File: src/rtl/npu_act_wr_arbiter.sv
// Round-robin arbiter funnelling NUM_REQ MAC-lane write requests onto one activation-memory write port.
// Optional accepted-write counter enabled by defining NPU_ACT_ARB_CNT_EN.

`ifndef NPU_ACT_DATA_WIDTH
`define NPU_ACT_DATA_WIDTH 16
`endif

module npu_act_wr_arbiter #(
    parameter int DATA_WIDTH = `NPU_ACT_DATA_WIDTH,
    parameter int NUM_REQ    = 32,
    parameter int ADDR_WIDTH = 12
) (
    input  logic                          clk,
    input  logic                          resetn,
    input  logic [NUM_REQ-1:0]            hw_mem_wr,
    input  logic [NUM_REQ*ADDR_WIDTH-1:0] hw_mem_wr_addr,
    input  logic [NUM_REQ*DATA_WIDTH-1:0] hw_mem_wr_data,
    input  logic [2:0]                    npu_layer_in_progress,
    output logic [NUM_REQ-1:0]            hw_mem_wr_ack_p,
    output logic                          npu_act_mem_wr_en,
    output logic [ADDR_WIDTH-1:0]         npu_act_mem_wr_addr,
    output logic [DATA_WIDTH-1:0]         npu_act_mem_wr_data,
    output logic                          arb_busy,
    output logic [15:0]                   act_wr_count
);

    localparam int PTR_W = (NUM_REQ > 1) ? $clog2(NUM_REQ) : 1;

    logic [NUM_REQ-1:0]    ack_q, ack_d;
    logic                  wr_en_q, wr_en_d;
    logic [ADDR_WIDTH-1:0] addr_q, addr_d;
    logic [DATA_WIDTH-1:0] data_q, data_d;
    logic [PTR_W-1:0]      rr_ptr_q, rr_ptr_d;
    logic [2:0]            layer_q, layer_d;

    logic [NUM_REQ-1:0]    req_eff_s;
    logic                  grant_vld_s;
    logic [PTR_W-1:0]      grant_idx_s;
    logic                  layer_chg_s;

    // A lane acked this cycle is masked so one request is never granted twice.
    assign req_eff_s   = hw_mem_wr & ~ack_q;
    assign layer_chg_s = (npu_layer_in_progress != layer_q);

    // Rotating priority search: first requesting lane at or after rr_ptr, wrapping.
    always_comb begin
        logic [PTR_W:0] idx_s;
        grant_vld_s = 1'b0;
        grant_idx_s = '0;
        idx_s       = '0;
        for (int k = 0; k < NUM_REQ; k++) begin
            idx_s = {1'b0, rr_ptr_q} + (PTR_W+1)'(k);
            if (idx_s >= (PTR_W+1)'(NUM_REQ)) begin
                idx_s = idx_s - (PTR_W+1)'(NUM_REQ);
            end else begin
                idx_s = idx_s;
            end
            if (!grant_vld_s && req_eff_s[idx_s[PTR_W-1:0]]) begin
                grant_vld_s = 1'b1;
                grant_idx_s = idx_s[PTR_W-1:0];
            end else begin
                grant_vld_s = grant_vld_s;
            end
        end
    end

    // Next-state for the write port, ack pulse and round-robin pointer.
    always_comb begin
        ack_d    = '0;
        wr_en_d  = 1'b0;
        addr_d   = addr_q;
        data_d   = data_q;
        rr_ptr_d = rr_ptr_q;
        layer_d  = npu_layer_in_progress;
        if (grant_vld_s) begin
            ack_d   = {{(NUM_REQ-1){1'b0}}, 1'b1} << grant_idx_s;
            wr_en_d = 1'b1;
            addr_d  = hw_mem_wr_addr[int'(grant_idx_s)*ADDR_WIDTH +: ADDR_WIDTH];
            data_d  = hw_mem_wr_data[int'(grant_idx_s)*DATA_WIDTH +: DATA_WIDTH];
            if (grant_idx_s == PTR_W'(NUM_REQ-1)) begin
                rr_ptr_d = '0;
            end else begin
                rr_ptr_d = grant_idx_s + PTR_W'(1);
            end
        end else begin
            ack_d   = '0;
            wr_en_d = 1'b0;
        end
        // A new layer restarts fairness at lane 0; an in-flight grant still issues.
        if (layer_chg_s) begin
            rr_ptr_d = '0;
        end else begin
            rr_ptr_d = rr_ptr_d;
        end
    end

    // Arbiter state and registered write-port outputs.
    always_ff @(posedge clk or negedge resetn) begin
        if (!resetn) begin
            ack_q    <= '0;
            wr_en_q  <= 1'b0;
            addr_q   <= '0;
            data_q   <= '0;
            rr_ptr_q <= '0;
            layer_q  <= 3'd0;
        end else begin
            ack_q    <= ack_d;
            wr_en_q  <= wr_en_d;
            addr_q   <= addr_d;
            data_q   <= data_d;
            rr_ptr_q <= rr_ptr_d;
            layer_q  <= layer_d;
        end
    end

    assign hw_mem_wr_ack_p     = ack_q;
    assign npu_act_mem_wr_en   = wr_en_q;
    assign npu_act_mem_wr_addr = addr_q;
    assign npu_act_mem_wr_data = data_q;
    assign arb_busy            = (|req_eff_s) | wr_en_q;

`ifdef NPU_ACT_ARB_CNT_EN
    logic [15:0] cnt_q, cnt_d;

    // Saturating write counter; a layer change wins over a write in the same cycle.
    always_comb begin
        cnt_d = cnt_q;
        if (layer_chg_s) begin
            cnt_d = 16'h0000;
        end else if (wr_en_q && (cnt_q != 16'hFFFF)) begin
            cnt_d = cnt_q + 16'd1;
        end else begin
            cnt_d = cnt_q;
        end
    end

    // Counter register.
    always_ff @(posedge clk or negedge resetn) begin
        if (!resetn) begin
            cnt_q <= 16'h0000;
        end else begin
            cnt_q <= cnt_d;
        end
    end

    assign act_wr_count = cnt_q;
`else
    assign act_wr_count = 16'h0000;
`endif

endmodule

File: config.mk
export PLATFORM = sky130hd
export DESIGN_NAME = npu_act_wr_arbiter
export DESIGN_NICKNAME = d
export VERILOG_FILES = /design/src/rtl/npu_act_wr_arbiter.sv
export SDC_FILE = /design/constraint.sdc
export NUM_CORES = 1
export LEC_CHECK = 0
export BUFFER_PORTS_ARGS = -buffer_cell sky130_fd_sc_hd__buf_2
export CORE_AREA = 2 2 388 390
export DETAILED_ROUTE_END_ITERATION = 7
export DIE_AREA = 0 0 390 392
export SETUP_SLACK_MARGIN = 0.5
export SYNTH_ARGS = -nofsm -noshare
export SYNTH_HDL_FRONTEND = slang
export SYNTH_SLANG_ARGS = --single-unit
File: constraint.sdc
create_clock -name clk -period 11.3 [get_ports clk]
set_clock_uncertainty 0.05 [all_clocks]
set_input_delay 0.565 -clock clk [delete_from_list [all_inputs] [get_ports clk]]
set_output_delay 0.565 -clock clk [all_outputs]
set_load 0.05 [all_outputs]
; ---- After elaboration in Yosys (flattened, before gate mapping)
; Cells that the tools add are included.
[word_totals]
in_bits = 933
reg_bits = 69
n_memories = 0
romBits = 0
word_cells = 372
latch_bits = 0
out_inout_bits = 78
ram_bits = 0
[op_classes]
eq_ne = 2
n_div = 0
n_mux = 165
reduce_logical = 64
n_bitwise = 3
n_addsub = 64
n_mul = 1
shifts = 3
magnitude_cmp = 64
[ops]
columns = operator, n
row1 = $shiftx 512x10->16, 1
row2 = $shiftx 384x10->12, 1
row3 = $mux 5, 67
row4 = $lt 5x6->1 const B, 32
row5 = $ge 6x6->1 const B, 31
row6 = $bmux 1 s5, 32
row7 = $sub 5x1->5 const B, 32
row8 = $add 5x5->6 const B, 16
row9 = $mux 1, 65
row10 = $add 5x4->6 const B, 8
row11 = $and 32x32->32, 1
row12 = $mux 32, 1
row13 = $not 32->32, 1
row14 = $reduce_or 32->1, 1
row15 = $shl 1x5->32 const A, 1
row16 = $logic_and 1x1->1, 31
row17 = $logic_not 1->1, 31
row18 = $add 5x3->6 const B, 4
row19 = $add 5x2->6 const B, 2
row20 = $mul 5x2->7 const B, 1
row21 = $add 5x1->6 const B, 1
row22 = $ge 5x6->1 const B, 1
row23 = $add 5x1->5 const B, 1
row24 = $eq 5x5->1 const B, 1
row25 = 3 further kinds, 3

; ---- Longest topological paths before layout
[depth]
ltp_word = 102
depth_mapped = 32
mapped_depth_nobuf = 22

; ---- Least setup slack after synthesis
; No wires, ideal clock.
[synth_path]
path_type = reg-to-reg
start = register rr_ptr_q[1]
end = register rr_ptr_q[2]
synth_period_minus_slack_ns = 6.356
setup_time_ns = 0.123
t_arrival_ns = 6.183
slack_ns = 4.944
required_ns = 11.127
path_stages_with_launch = 28
path_buffers = 8
path_cell_list = dfrtp_1 -> inv_1 -> buf_1 -> clkbuf_1 -> ha_1 -> buf_4 -> inv_2 -> buf_2 -> mux4_2 -> mux4_2 -> nand3b_4 -> nand4b_2 -> or3_4 -> nor4_4 -> a31oi_1 -> a41o_1 -> and3_1 -> buf_2 -> nor2_8 -> clkbuf_4 -> buf_4 -> buf_4 -> nand3_1 -> inv_1 -> ha_1 -> nor3_1 -> a21oi_1 -> nor2_1
[synth_via]
elab_chain_cells = 102
word_cells_on_any_way = 323
classes_between = add/sub (64) / order compare (32) / eq/ne (1) / mux (163) / reduce/logical (63)
[synth_lines]
columns = item, line
row1 = from (decl), 33  ; logic [PTR_W-1:0] rr_ptr_q, rr_ptr_d;
row2 = from (signal assigned), 111  ; rr_ptr_q <= rr_ptr_d;
row3 = "parallel branches: the longest is 102 deep, another holds $add 5x1->6", --
; Several ways; the timed one is not identified. The select of a mux whose other input is x is not followed.
; A chain may end at the register's enable or synchronous reset.

; ---- Worst setup path after layout
[layout_path]
start = register rr_ptr_q[0]
end = register addr_q[3] (netlist: npu_act_mem_wr_addr[3])
[layout_via]
elab_chain_cells = 100
word_cells_on_any_way = 319
classes_between = add/sub (63) / mul (1) / order compare (32) / shift (1) / mux (160) / reduce/logical (62)
[layout_lines]
columns = item, line
row1 = "parallel branches: the longest is 100 deep, another holds $add 5x1->6", --
row2 = to (signal assigned), 109  ; addr_q <= addr_d;
row3 = to (decl), 31  ; logic [ADDR_WIDTH-1:0] addr_q, addr_d;
; Several ways; the timed one is not identified. The select of a mux whose other input is x is not followed.

==> results.txt <==
share of synthesized area occupied by flip-flops and latches -> 0.09444
status -> completed
antenna violations before repair -> 132
category of cells accounting for the largest share of critical-path delay -> compound AO/OA/AOI/OAI gates
required time at the endpoint of the critical path -> 11,470 ps
setup TNS after final layout -> 0 ps
total CTS buffers -> 9
count of maximum capacitance violations -> 0
placed wire-length estimate after detailed placement -> 149,800 um
area delta synth->final -> 40.22%
initial core utilization -> 0.1228
number of iterations in the first detailed-routing pass -> 6
wirelength, routed -> 175,400 um
post-CTS setup-driven buffer insertion count -> 0
RePlAce Congestion -> 1.034
Async S/R FF share, synth -> 1.000
Top Usage Layer GRT -> met2
flip-flop and latch count after synthesis -> 69
hold crit path type -> input pin to asynchronous set/reset pin
clk sinks -> 69
critical path fanouts, max -> 42
startpoint kind of the worst setup timing path -> register
maximum number of pins on one net before global-route repair -> 91
Fmax -> 105.6 MHz
worst setup path class -> register to register
met1 usage in global routing -> 0.2693
number of vias per cell -> 4.889
number of buffers inserted for hold repair after clock tree synthesis -> 0
Cell Chain, Critical Path -> inv_2 > ha_2 > inv_2 > o2111ai_1 > nand4_1 > o22ai_1 > a221oi_1 > nand3b_1 > nor3_1 > a31oi_1 > a41oi_1 > nor4_4 > nor2_8 > buf_4 > buf_4 > mux2i_1 > mux2i_1 > o2111ai_1 > nand4_1
total of warnings raised by yosys -> 0
ratio of cells with drive above 1 in the final layout -> 0.3855
Resized cells post-CTS -> 0
Clock Tree Root -> clkbuf_16
Max stage delay on crit path -> 990 ps
clock input transition at the sequential cells of the worst setup and hold paths -> 90 ps
Synth Flop Type -> dfrtp_1
final routed wire length divided by cell count -> 33.13 um
full die area -> 152,900 um2
transition at the pin with the smallest max-transition slack -> 1236 ps
setup repair after global routing missed its margin -> false
number of remaining DRC errors -> 0
global-route wire length before repair -> 224,800 um
number of setup violations in the final report -> 0
max-slew violation total from the final report -> 0
Yosys cell types -> 104
vias post-DR -> 25,880
Period minus WS final -> 9473 ps
Total Routing Usage GR -> 0.2177
floorplan die height -> 392 um
GR Overflow Total -> 0
Detail Route Antenna Nets -> 0
data arrival time of the critical path -> 9640 ps
IO Count -> 1,011
standard cell with the maximum stage delay on the critical path -> o2111ai_1
clk_lat worst skew -> 410 ps
number of nets at the end of the flow -> 4,238
Buffers & Inverters on Critical Path -> 4
initial DRC count -> 3,014
type of element capturing the critical path -> register
number of flops mapped to enable cells by yosys -> 0
summed instance area of the synthesized netlist -> 18,280 um2
crit share post-route -> 0.8383
Syn Inst Count -> 2,431
average size of a mapped cell -> 7.521 um2
global-route met2 utilization -> 0.3553
H-tree levels -> 3
final number of hold-violating endpoints -> 0
Rows -> 142
core area -> 148,900 um2
die span in x -> 390 um
met3 usage in global routing -> 0.07367
number of global-route vias before repair -> 24,180
Port Buffers -> 994
largest buffer count on any clock path -> 2
slew margin rel. -> 0.1755
CTS tree -> yes
[layer usage]
layer | up-vias | share of wire | routed length [um]
met2 | 1758 | 0.46 | 80410
met5 | - | 0.0040 | 695
met3 | 301 | 0.11 | 19070
met1 | 12660 | 0.39 | 69180
li1 | 11090 | - | -
met4 | 66 | 0.034 | 6024
[state kept, by name (all words and copies together) (netlist names)]
signal               flops
hw_mem_wr_ack_p         32
layer_q                  3
npu_act_mem_wr_addr     12
npu_act_mem_wr_en        1
npu_act_mem_wr_data     16
rr_ptr_q                 5
[cell usage in the layout (no fill, tap or decap), types with 54 or more instances in the layout]
cell / synthesis / routed
nand4_1: 104 / 104
buf_2: 44 / 993
mux2i_1: 321 / 321
nand2_1: 396 / 396
nor2_1: 116 / 113
diode_2: 0 / 58
nand3_1: 181 / 180
o21ai_0: 81 / 81
a21oi_1: 54 / 54
dfrtp_1: 69 / 67
buf_4: 43 / 66
mux2_2: 75 / 75
[worst reg2reg max path, cell delays in order, from the launching register on]
cell and delay (ps):
dfrtp_2 540, inv_2 640, ha_2 720, inv_2 620, o2111ai_1 290, nand4_1 360, o22ai_1 210, a221oi_1 580
nand3b_1 380, nor3_1 920, a31oi_1 230, a41oi_1 560, nor4_4 110, nor2_8 350, buf_4 640, buf_4 490
mux2i_1 260, mux2i_1 140, o2111ai_1 990, nand4_1 200
[synth_stat cells (all sizes together) (8+ instances only)]
master,number,area share
nor3,31,0.010
a221oi,35,0.017
nand3b,13,0.0060
nor4,24,0.011
mux2i,321,0.18
nor4bb,15,0.0082
inv,19,0.0039
mux4,52,0.064
nor2,117,0.025
a22oi,36,0.015
nand2,396,0.081
nand3,183,0.051
xor2,12,0.0057
or3,35,0.012
and4b,8,0.0044
and3,16,0.0055
a21oi,54,0.015
a21boi,41,0.017
o21ai,101,0.028
or2,8,0.0027
nand4,106,0.037
o2111ai,40,0.019
xnor2,24,0.011
o22ai,19,0.0065
and2,16,0.0055
a32oi,32,0.015
nor2b,36,0.012
o22a,32,0.015
mux2,78,0.048
nor4b,9,0.0043
ha,18,0.012
dfrtp,69,0.094
clkbuf,117,0.024
nand2b,25,0.0086
buf,122,0.049
o211ai,14,0.0057
a211oi,42,0.018
[cell type report]
cell class | instances | area [um2]
Multi-Input combinational cell | 2119 | 15300
Antenna cell | 58 | 145.1
Timing Repair Buffer | 1069 | 5665
Sequential cell | 69 | 1729
Inverter | 19 | 76.32
Clock inverter | 7 | 62.56
Tap cell | 1944 | 2432
Fill cell | 17120 | 123200
Clock buffer | 9 | 225.2
[kinds of logic after synthesis]
family	count (synthesis)	synth area share
and+or+nand+nor	1068	0.2991
AOI/OAI and AO/OA	530	0.2113
muxes	451	0.2878
buffers and inverters	258	0.07767
DFF	69	0.09444
xor gates and xnor gates	36	0.01724
adders and majority gates	18	0.01232
other	1	0.0002051
[per-stage QoR]
step           instance area [um2]  instances  worst slack [ps]    util  hold WS [ps]
4_1_cts                      25490       5236              1956  0.1712         84.07
5_1_grt                      25560       5264              1476  0.1717         110.6
3_5_place_dp                 25210       5220              1973  0.1693         436.0
2_1_floorplan                18340       2446              4944       -         219.4
6_report                     25640       5294              1827  0.1722         98.49
3_3_place_gp                 25190       5220              1911  0.1692         443.0
[final timing paths]
path / slack (ps) / cells past startpoint / end / from
worst max register to register: 1830 / 19 / npu_act_mem_wr_addr[3] / rr_ptr_q[0]
worst min-delay path: 100 / 1 / rr_ptr_q[3] / resetn
min in group clk: 240 / 1 / layer_q[2] / npu_layer_in_progress[2]
max in group asynchronous: 10040 / 2 / npu_act_mem_wr_addr[7] / resetn
worst min register to register: 450 / 2 / npu_act_mem_wr_addr[10] / npu_act_mem_wr_addr[10]
worst max-delay path: 1830 / 19 / npu_act_mem_wr_addr[3] / rr_ptr_q[0]
Power is not shown: default switching activity piles up to over one toggle a cycle in this logic, so the estimate is an artifact.
